<file path="src/rtl/priority_code_strober.sv">
// priority_code_strober: buffers {idle, code} entries in a 2-deep FIFO and
// replays each non-idle code as a one-hot strobe held for HOLD_CYCLES,
// followed by GAP_CYCLES all-zero cycles.
// Ports:
//   clk, rst               rising-edge clock, async active-high reset
//   in_valid/in_ready      input handshake (in_ready = queue not full)
//   in_code, in_idle       channel index and "no request" flag
//   out_onehot, out_active registered strobe and its OR-reduction
//   out_done               one-cycle pulse on the first zero cycle after a strobe
//   idle_pulse             one-cycle pulse when an idle entry is consumed
//   busy                   engine active or queue non-empty (registered)
module priority_code_strober #(
    parameter int unsigned HOLD_CYCLES = 4,
    parameter int unsigned GAP_CYCLES  = 1
) (
    input  logic       clk,
    input  logic       rst,
    input  logic       in_valid,
    output logic       in_ready,
    input  logic [2:0] in_code,
    input  logic       in_idle,
    output logic [7:0] out_onehot,
    output logic       out_active,
    output logic       out_done,
    output logic       idle_pulse,
    output logic       busy
);

    localparam int unsigned CNT_W   = 8;
    localparam int unsigned ENTRY_W = 4;

    typedef enum logic [1:0] {
        S_IDLE = 2'd0,
        S_HOLD = 2'd1,
        S_GAP  = 2'd2
    } state_t;

    logic [ENTRY_W-1:0] q_mem [2];
    logic               wr_ptr;
    logic               rd_ptr;
    logic [1:0]         count;
    logic               push;
    logic               pop;
    logic [ENTRY_W-1:0] head;
    logic               head_idle;
    logic [2:0]         head_code;

    state_t             state;
    state_t             state_next;
    logic [CNT_W-1:0]   cnt;
    logic [CNT_W-1:0]   cnt_next;
    logic [7:0]         onehot_next;
    logic               done_next;
    logic               idle_pulse_next;

    // Ready depends only on the occupancy register, so a pop on the same
    // edge never frees a slot for a push when the queue is full.
    assign in_ready  = (count != 2'd2);
    assign push      = in_valid && in_ready;
    assign head      = q_mem[rd_ptr];
    assign head_idle = head[3];
    assign head_code = head[2:0];

    // Two-entry FIFO storage and pointers
    always_ff @(posedge clk or posedge rst) begin
        if (rst) begin
            q_mem[0] <= '0;
            q_mem[1] <= '0;
            wr_ptr   <= 1'b0;
            rd_ptr   <= 1'b0;
            count    <= 2'd0;
        end else begin
            if (push) begin
                q_mem[wr_ptr] <= {in_idle, in_code};
                wr_ptr        <= ~wr_ptr;
            end
            if (pop) begin
                rd_ptr <= ~rd_ptr;
            end
            case ({push, pop})
                2'b10:   count <= count + 2'd1;
                2'b01:   count <= count - 2'd1;
                default: count <= count;
            endcase
        end
    end

    // State register plus registered outputs
    always_ff @(posedge clk or posedge rst) begin
        if (rst) begin
            state      <= S_IDLE;
            cnt        <= '0;
            out_onehot <= '0;
            out_active <= 1'b0;
            out_done   <= 1'b0;
            idle_pulse <= 1'b0;
            busy       <= 1'b0;
        end else begin
            state      <= state_next;
            cnt        <= cnt_next;
            out_onehot <= onehot_next;
            out_active <= |onehot_next;
            out_done   <= done_next;
            idle_pulse <= idle_pulse_next;
            busy       <= (state != S_IDLE) || (count != 2'd0);
        end
    end

    // Next-state and counter; every exit from HOLD/GAP happens at zero
    always_comb begin
        state_next = state;
        cnt_next   = cnt;
        pop        = 1'b0;
        case (state)
            S_IDLE: begin
                if (count != 2'd0) begin
                    pop = 1'b1;
                    if (!head_idle) begin
                        state_next = S_HOLD;
                        cnt_next   = CNT_W'(HOLD_CYCLES - 1);
                    end
                end
            end
            S_HOLD: begin
                if (cnt != '0) begin
                    cnt_next = cnt - CNT_W'(1);
                end else if (GAP_CYCLES == 0) begin
                    state_next = S_IDLE;
                end else begin
                    state_next = S_GAP;
                    cnt_next   = CNT_W'(GAP_CYCLES - 1);
                end
            end
            S_GAP: begin
                if (cnt != '0) begin
                    cnt_next = cnt - CNT_W'(1);
                end else begin
                    state_next = S_IDLE;
                end
            end
            default: begin
                state_next = S_IDLE;
                cnt_next   = '0;
            end
        endcase
    end

    // Next values of the registered outputs
    always_comb begin
        onehot_next     = '0;
        done_next       = 1'b0;
        idle_pulse_next = 1'b0;
        case (state)
            S_IDLE: begin
                if (count != 2'd0) begin
                    if (head_idle) begin
                        idle_pulse_next = 1'b1;
                    end else begin
                        onehot_next = 8'(1) << head_code;
                    end
                end
            end
            S_HOLD: begin
                if (cnt != '0) begin
                    onehot_next = out_onehot;
                end else begin
                    done_next = 1'b1;
                end
            end
            default: begin
                onehot_next = '0;
            end
        endcase
    end

endmodule

</file>
<file path="config.mk">
export PLATFORM = sky130hd
export DESIGN_NAME = priority_code_strober
export DESIGN_NICKNAME = d
export VERILOG_FILES = /design/src/rtl/priority_code_strober.sv
export SDC_FILE = /design/constraint.sdc
export NUM_CORES = 1
export LEC_CHECK = 0
export CORE_ASPECT_RATIO = 0.9
export CORE_MARGIN = 10
export CORE_UTILIZATION = 35
export DETAILED_ROUTE_END_ITERATION = 10
export GPL_ROUTABILITY_DRIVEN = 0
export PLACE_DENSITY = 0.63
export SYNTH_ARGS = -nofsm -noshare
export SYNTH_HDL_FRONTEND = slang
export SYNTH_SLANG_ARGS = --single-unit
</file>
<file path="constraint.sdc">
create_clock -name clk -period 2.2 [get_ports clk]
set_input_delay 0.22 -clock clk [delete_from_list [all_inputs] [get_ports clk]]
set_output_delay 0.22 -clock clk [all_outputs]
set_load 0.05 [all_outputs]
</file>
* After elaboration in Yosys (flattened, before gate mapping)
Cells that the tools add are included. Widths: inputs -> output; s select.
Cells by class: add/subtract/negate cells 3, $mul 0, div/mod/pow operators 0, $lt $le $gt $ge 3, equal/unequal tests 10, shifts and indexed selects 1, mux-type cells 28, bitwise gates (word level) 4, reduce and logical (&&, ||, !) cells 11
Operators by type and width (count):
- $mux 8 | 7
- $pmux 8 s3 | 1
- $mux 4 | 4
- $pmux 8 s2 | 1
- $ne 2x2->1 const B | 6
- $bwmux 8 | 1
- $mux 2 | 4
- $reduce_bool 8->1 | 1
- $reduce_or 8->1 | 1
- $shl 1x3->8 const A | 1
- $sub 8x1->8 const B | 1
- $mux 1 | 7
- $pmux 2 s3 | 1
- $reduce_bool 2->1 | 3
- $demux 4 s1 | 1
- $eq 2x1->1 const B | 2
- $eq 2x2->1 const B | 2
- $ge 2x2->1 const B | 2
- $not 1->2 | 2
- $pmux 2 s2 | 1
- $reduce_and 4->1 | 1
- $reduce_and 3->1 | 1
- $add 2x1->2 const B | 1
- $logic_and 1x1->1 | 2
- 5 further kinds | 6
Storage, ports and cells: flip-flop bits (word level) 34, bits in latches 0, RAM bits 0, bits in read-only memories 0, input bits 7, output and inout bits 13, memories kept 0

* Depth between registers and ports, before layout
depth after elaboration 9, mapped depth 7, gate-level depth less buffers 6

* Least setup slack after synthesis
No wires, ideal clock.
path kind register to register, start point register count[0], end point register q_mem[4] in the netlist's numbering, setup time 0.125 ns, arrival 1.680 ns, data required time 2.075 ns, setup slack 0.395 ns, stages on the path, launching flop included 5, path buffers 0, path through dfrtp_1 > nand2b_1 > nand2_1 > nor2_1 > mux2_2
On the way: word-level cells in the longest chain between the ends 2
Ends and longest elaborated chain:
- start, declared | line 41 | logic [1:0] count;
- start signal, assigned | line 81 | 2'b10: count <= count + 2'd1;
- start signal, assigned | line 82 | 2'b01: count <= count - 2'd1;
- start signal, assigned | line 83 | default: count <= count;
- $ne 2x2->1 | line 58 | assign in_ready = (count != 2'd2);
- named net in_ready | line 19 | output logic in_ready,
- $logic_and 1x1->1 | line 59 | assign push = in_valid && in_ready;
- end signal, assigned by index | line 74 | q_mem[wr_ptr] <= {in_idle, in_code};
- end, declared | line 38 | logic [ENTRY_W-1:0] q_mem [2];
The timed path passes the listed nets, and every way through them passes these cells. A chain may end at the register's enable or synchronous reset.

* Worst setup path in the final report
start point register count[0], end point output port in_ready
On the way: word-level cells in the longest chain between the ends 1
Ends and longest elaborated chain (line):
- $ne 2x2->1 | 58
- end, declared | 19
No other way between the ends.

==> results.py <==
metrics = {
    "global_route": {
        "track_usage": 0.105,
        "grt-ovfl-total": 0,
        "grt_max_degree": 35,
        "grt_pass1_vias": 1503,
        "grt_pass1_wl_um": 6940,
        "antenna_found_initial": 0,
    },
    "final_layout": {
        "area_growth_pct": 25.9,
        "fin_cells": 271,
        "diodes": 0,
        "drive_gt1_frac": 0.170,
        "fin_util": 0.457,
        "fillers": 456,
        "fin_nets": 215,
    },
    "place": {
        "dp_hpwl_um": 2800,
        "port_buffers": 19,
        "place_inst": 263,
    },
    "pwr": {
        "seq_power_share": 0.300,
        "p_int_w": 0.00224,
        "power_density_nw_per_um2": 1790,
        "peakVddDrop_v": 0.000711,
        "combPwrFrac": 0.525,
        "power.switching_w": 0.00172,
        "netSwitchingFraction": 0.434,
        "total_leakage_power_nw": 0.922,
        "clkPwrFrac": 0.175,
    },
    "sta": {
        "finalCriticalPeriod_ns": 1.98,
        "hold_viol": 0,
        "fin_crit_sh": 0.900,
        "drv_slew": 0,
        "fin_tns_setup_ns": 0,
        "setup_viol": 0,
        "fin_worst_skew_ns": 0.00620,
        "max_slew_margin": 0.389,
        "rsz0062_at_grt": "no",
        "tightest_slew_ns": 0.917,
        "max_freq_mhz": 505,
    },
    "worst_setup_path": {
        "path_class": "reg2out",
        "r2r_cells": 6,
        "cp-end-kind": "output pin",
        "startpoint_type": "flop",
        "crit-reg2reg-launch": "cnt[1]",
        "cp_max_fo": 6,
        "cp.required_ns": 1.98,
        "cp.arrival_ns": 1.76,
        "cp-startpoint": "count[0]",
        "cp-endpoint": "in_ready",
        "timing.rr.end": "cnt[7]",
        "r2r_slack_ns": 0.30,
    },
    "synthesis": {
        "netlist_area_um2": 1750,
        "ys_warn_count": 0,
        "synth_commonest_cells": "dfrtp_1 (34), nand2_1 (24), nor2_1 (13), o21ai_0 (11), nand3_1 (9)",
        "yosysMostFrequentCell": "dfrtp_1",
        "synth_area_leader_cell": "dfrtp_1",
        "yosysTopAreaCellShare": 0.485,
        "synth_edf_count": 0,
        "syn_inst": 175,
        "ys_async_sr_fraction": 1.00,
        "ys_seq_elements": 34,
        "ys.flop_type": "dfrtp_1",
        "synth_cell_types": 43,
        "synth_area_leaders": "dfrtp_1 (49%), mux2_2 (5.1%), nand2_1 (5.1%), o21ai_0 (3.1%), nor2_1 (2.8%)",
        "postSynthNetCount": 185,
        "syn_area_per_cell_um2": 10.0,
        "synth-seq-area-share": 0.485,
    },
    "cts": {
        "cts_inserted_buffers": 5,
        "htreeDepth": 2,
        "clock_latency_ns": 0.29,
        "cts_tree": "yes",
        "root_buffer": "clkbuf_8",
        "cts_resized": 0,
        "clk_pin_slew_worst_paths_ns": 0.07,
        "clock_sinks": 34,
        "ctsHoldBuffers": 0,
        "postCtsSetupRepairBufs": 0,
        "clk_path_buf_depth": 2,
    },
    "drt": {
        "wl_per_cell_um": 14.2,
        "drc": 0,
        "vias": 1416,
        "postRouteAntennaNets": 0,
        "wl_um": 3850,
        "drtIter0Drc": 87,
        "via_per_inst": 5.23,
        "dr.pass1.iters": 4,
    },
    "hold_path": {
        "hp-class": "in2async",
    },
    "run_status": {
        "outcome": "finished, final reports clean",
    },
    "floorplanning": {
        "io_pins": 20,
        "initial_utilization": 0.363,
        "core_um2": 4830,
        "die_y_um": 87.2,
        "die_width_um": 94.6,
        "num_rows": 24,
        "dieArea_um2": 8250,
    },
    "flow_run": {
        "max_cap_viol_count": 0,
    },
}
[area by class of cell]
type	count	area [um2]	area share
Multi-Input combinational cell	130	862	0.390
Sequential cell	34	851	0.385
Timing Repair Buffer	27	250	0.113
Tap cell	65	81.3	0.0368
Clock buffer	5	68.8	0.0312
Clock inverter	3	68.8	0.0312
Inverter	7	26.3	0.0119
[logic make-up after synthesis]
logic type / Yosys count / synth area share
compound gates: 39 / 0.155
xor+xnor: 5 / 0.0250
fa+ha+maj: 3 / 0.0214
buf+inv: 11 / 0.0235
flops: 34 / 0.485
mux: 11 / 0.0756
simple gates: 72 / 0.214
[per-layer routing]
| metal | global-route usage | share of wire | vias up |
|---|---|---|---|
| li1 | - | - | 693 |
| met1 | 0.125 | 0.46 | 689 |
| met2 | 0.167 | 0.48 | 27 |
| met3 | 0.0379 | 0.050 | 7 |
| met4 | 0.0408 | 0.011 | 0 |
| met5 | 0 | 0 | - |
[critical path, cell delays in order, from the launching register on]
cell and delay [ns]:
dfrtp_1 0.46, nand2b_1 0.19, clkdlybuf4s50_1 0.82
[state kept, by name, indices dropped and copies added, names as in the netlist]
register and cells:
rd_ptr 1, out_onehot 8, out_done 1, state 2
q_mem 8, count 2, busy 1, cnt 8
idle_pulse 1, out_active 1, wr_ptr 1
[worst min path at each step]
stage | start | endpoint | slack (ns) | cells after the start
after global routing | rst | wr_ptr | 0.38 | 3
after detailed placement | wr_ptr | wr_ptr | 0.50 | 1
after CTS | rst | q_mem[6] | 0.34 | 3
after floorplan | rst | busy | 0.36 | 1
after global placement | wr_ptr | wr_ptr | 0.49 | 1
final | rst | wr_ptr | 0.32 | 3
[placed cells by master, fill, tap and decap left out, types with 5 or more instances in the layout]
cell	count
dfrtp_1	34
nand2_1	24
clkdlybuf4s50_1	19
nor2_1	13
o21ai_0	11
nand3_1	9
mux2_2	8
buf_4	8
inv_1	7
a21oi_1	7
nor3_1	5
clkbuf_8	5
[power by group through the flow]
| stage | Sequential [W] | Clock [W] | Combinational, W |
|---|---|---|---|
| finish | 0.00119 | 0.000691 | 0.00207 |
| global route | 0.00124 | 0.000739 | 0.00232 |
| CTS | 0.00119 | 0.000708 | 0.00209 |
| detailed placement | 0.00120 | 0 | 0.00208 |
| global placement | 0.00119 | 0 | 0.00207 |
| floorplan | 0.00139 | 0 | 0.00129 |
[through the flow]
step	power, W	setup slack (ns)	area [um2]	hold WS, ns
finish	0.00395	0.220	2210	0.324
global route	0.00430	0.0265	2210	0.382
CTS	0.00399	0.198	2210	0.342
detailed placement	0.00327	0.324	2070	0.495
global placement	0.00326	0.343	2070	0.493
floorplan	0.00268	0.395	1750	0.362
No activity file was read; power rests on OpenSTA's default activity.
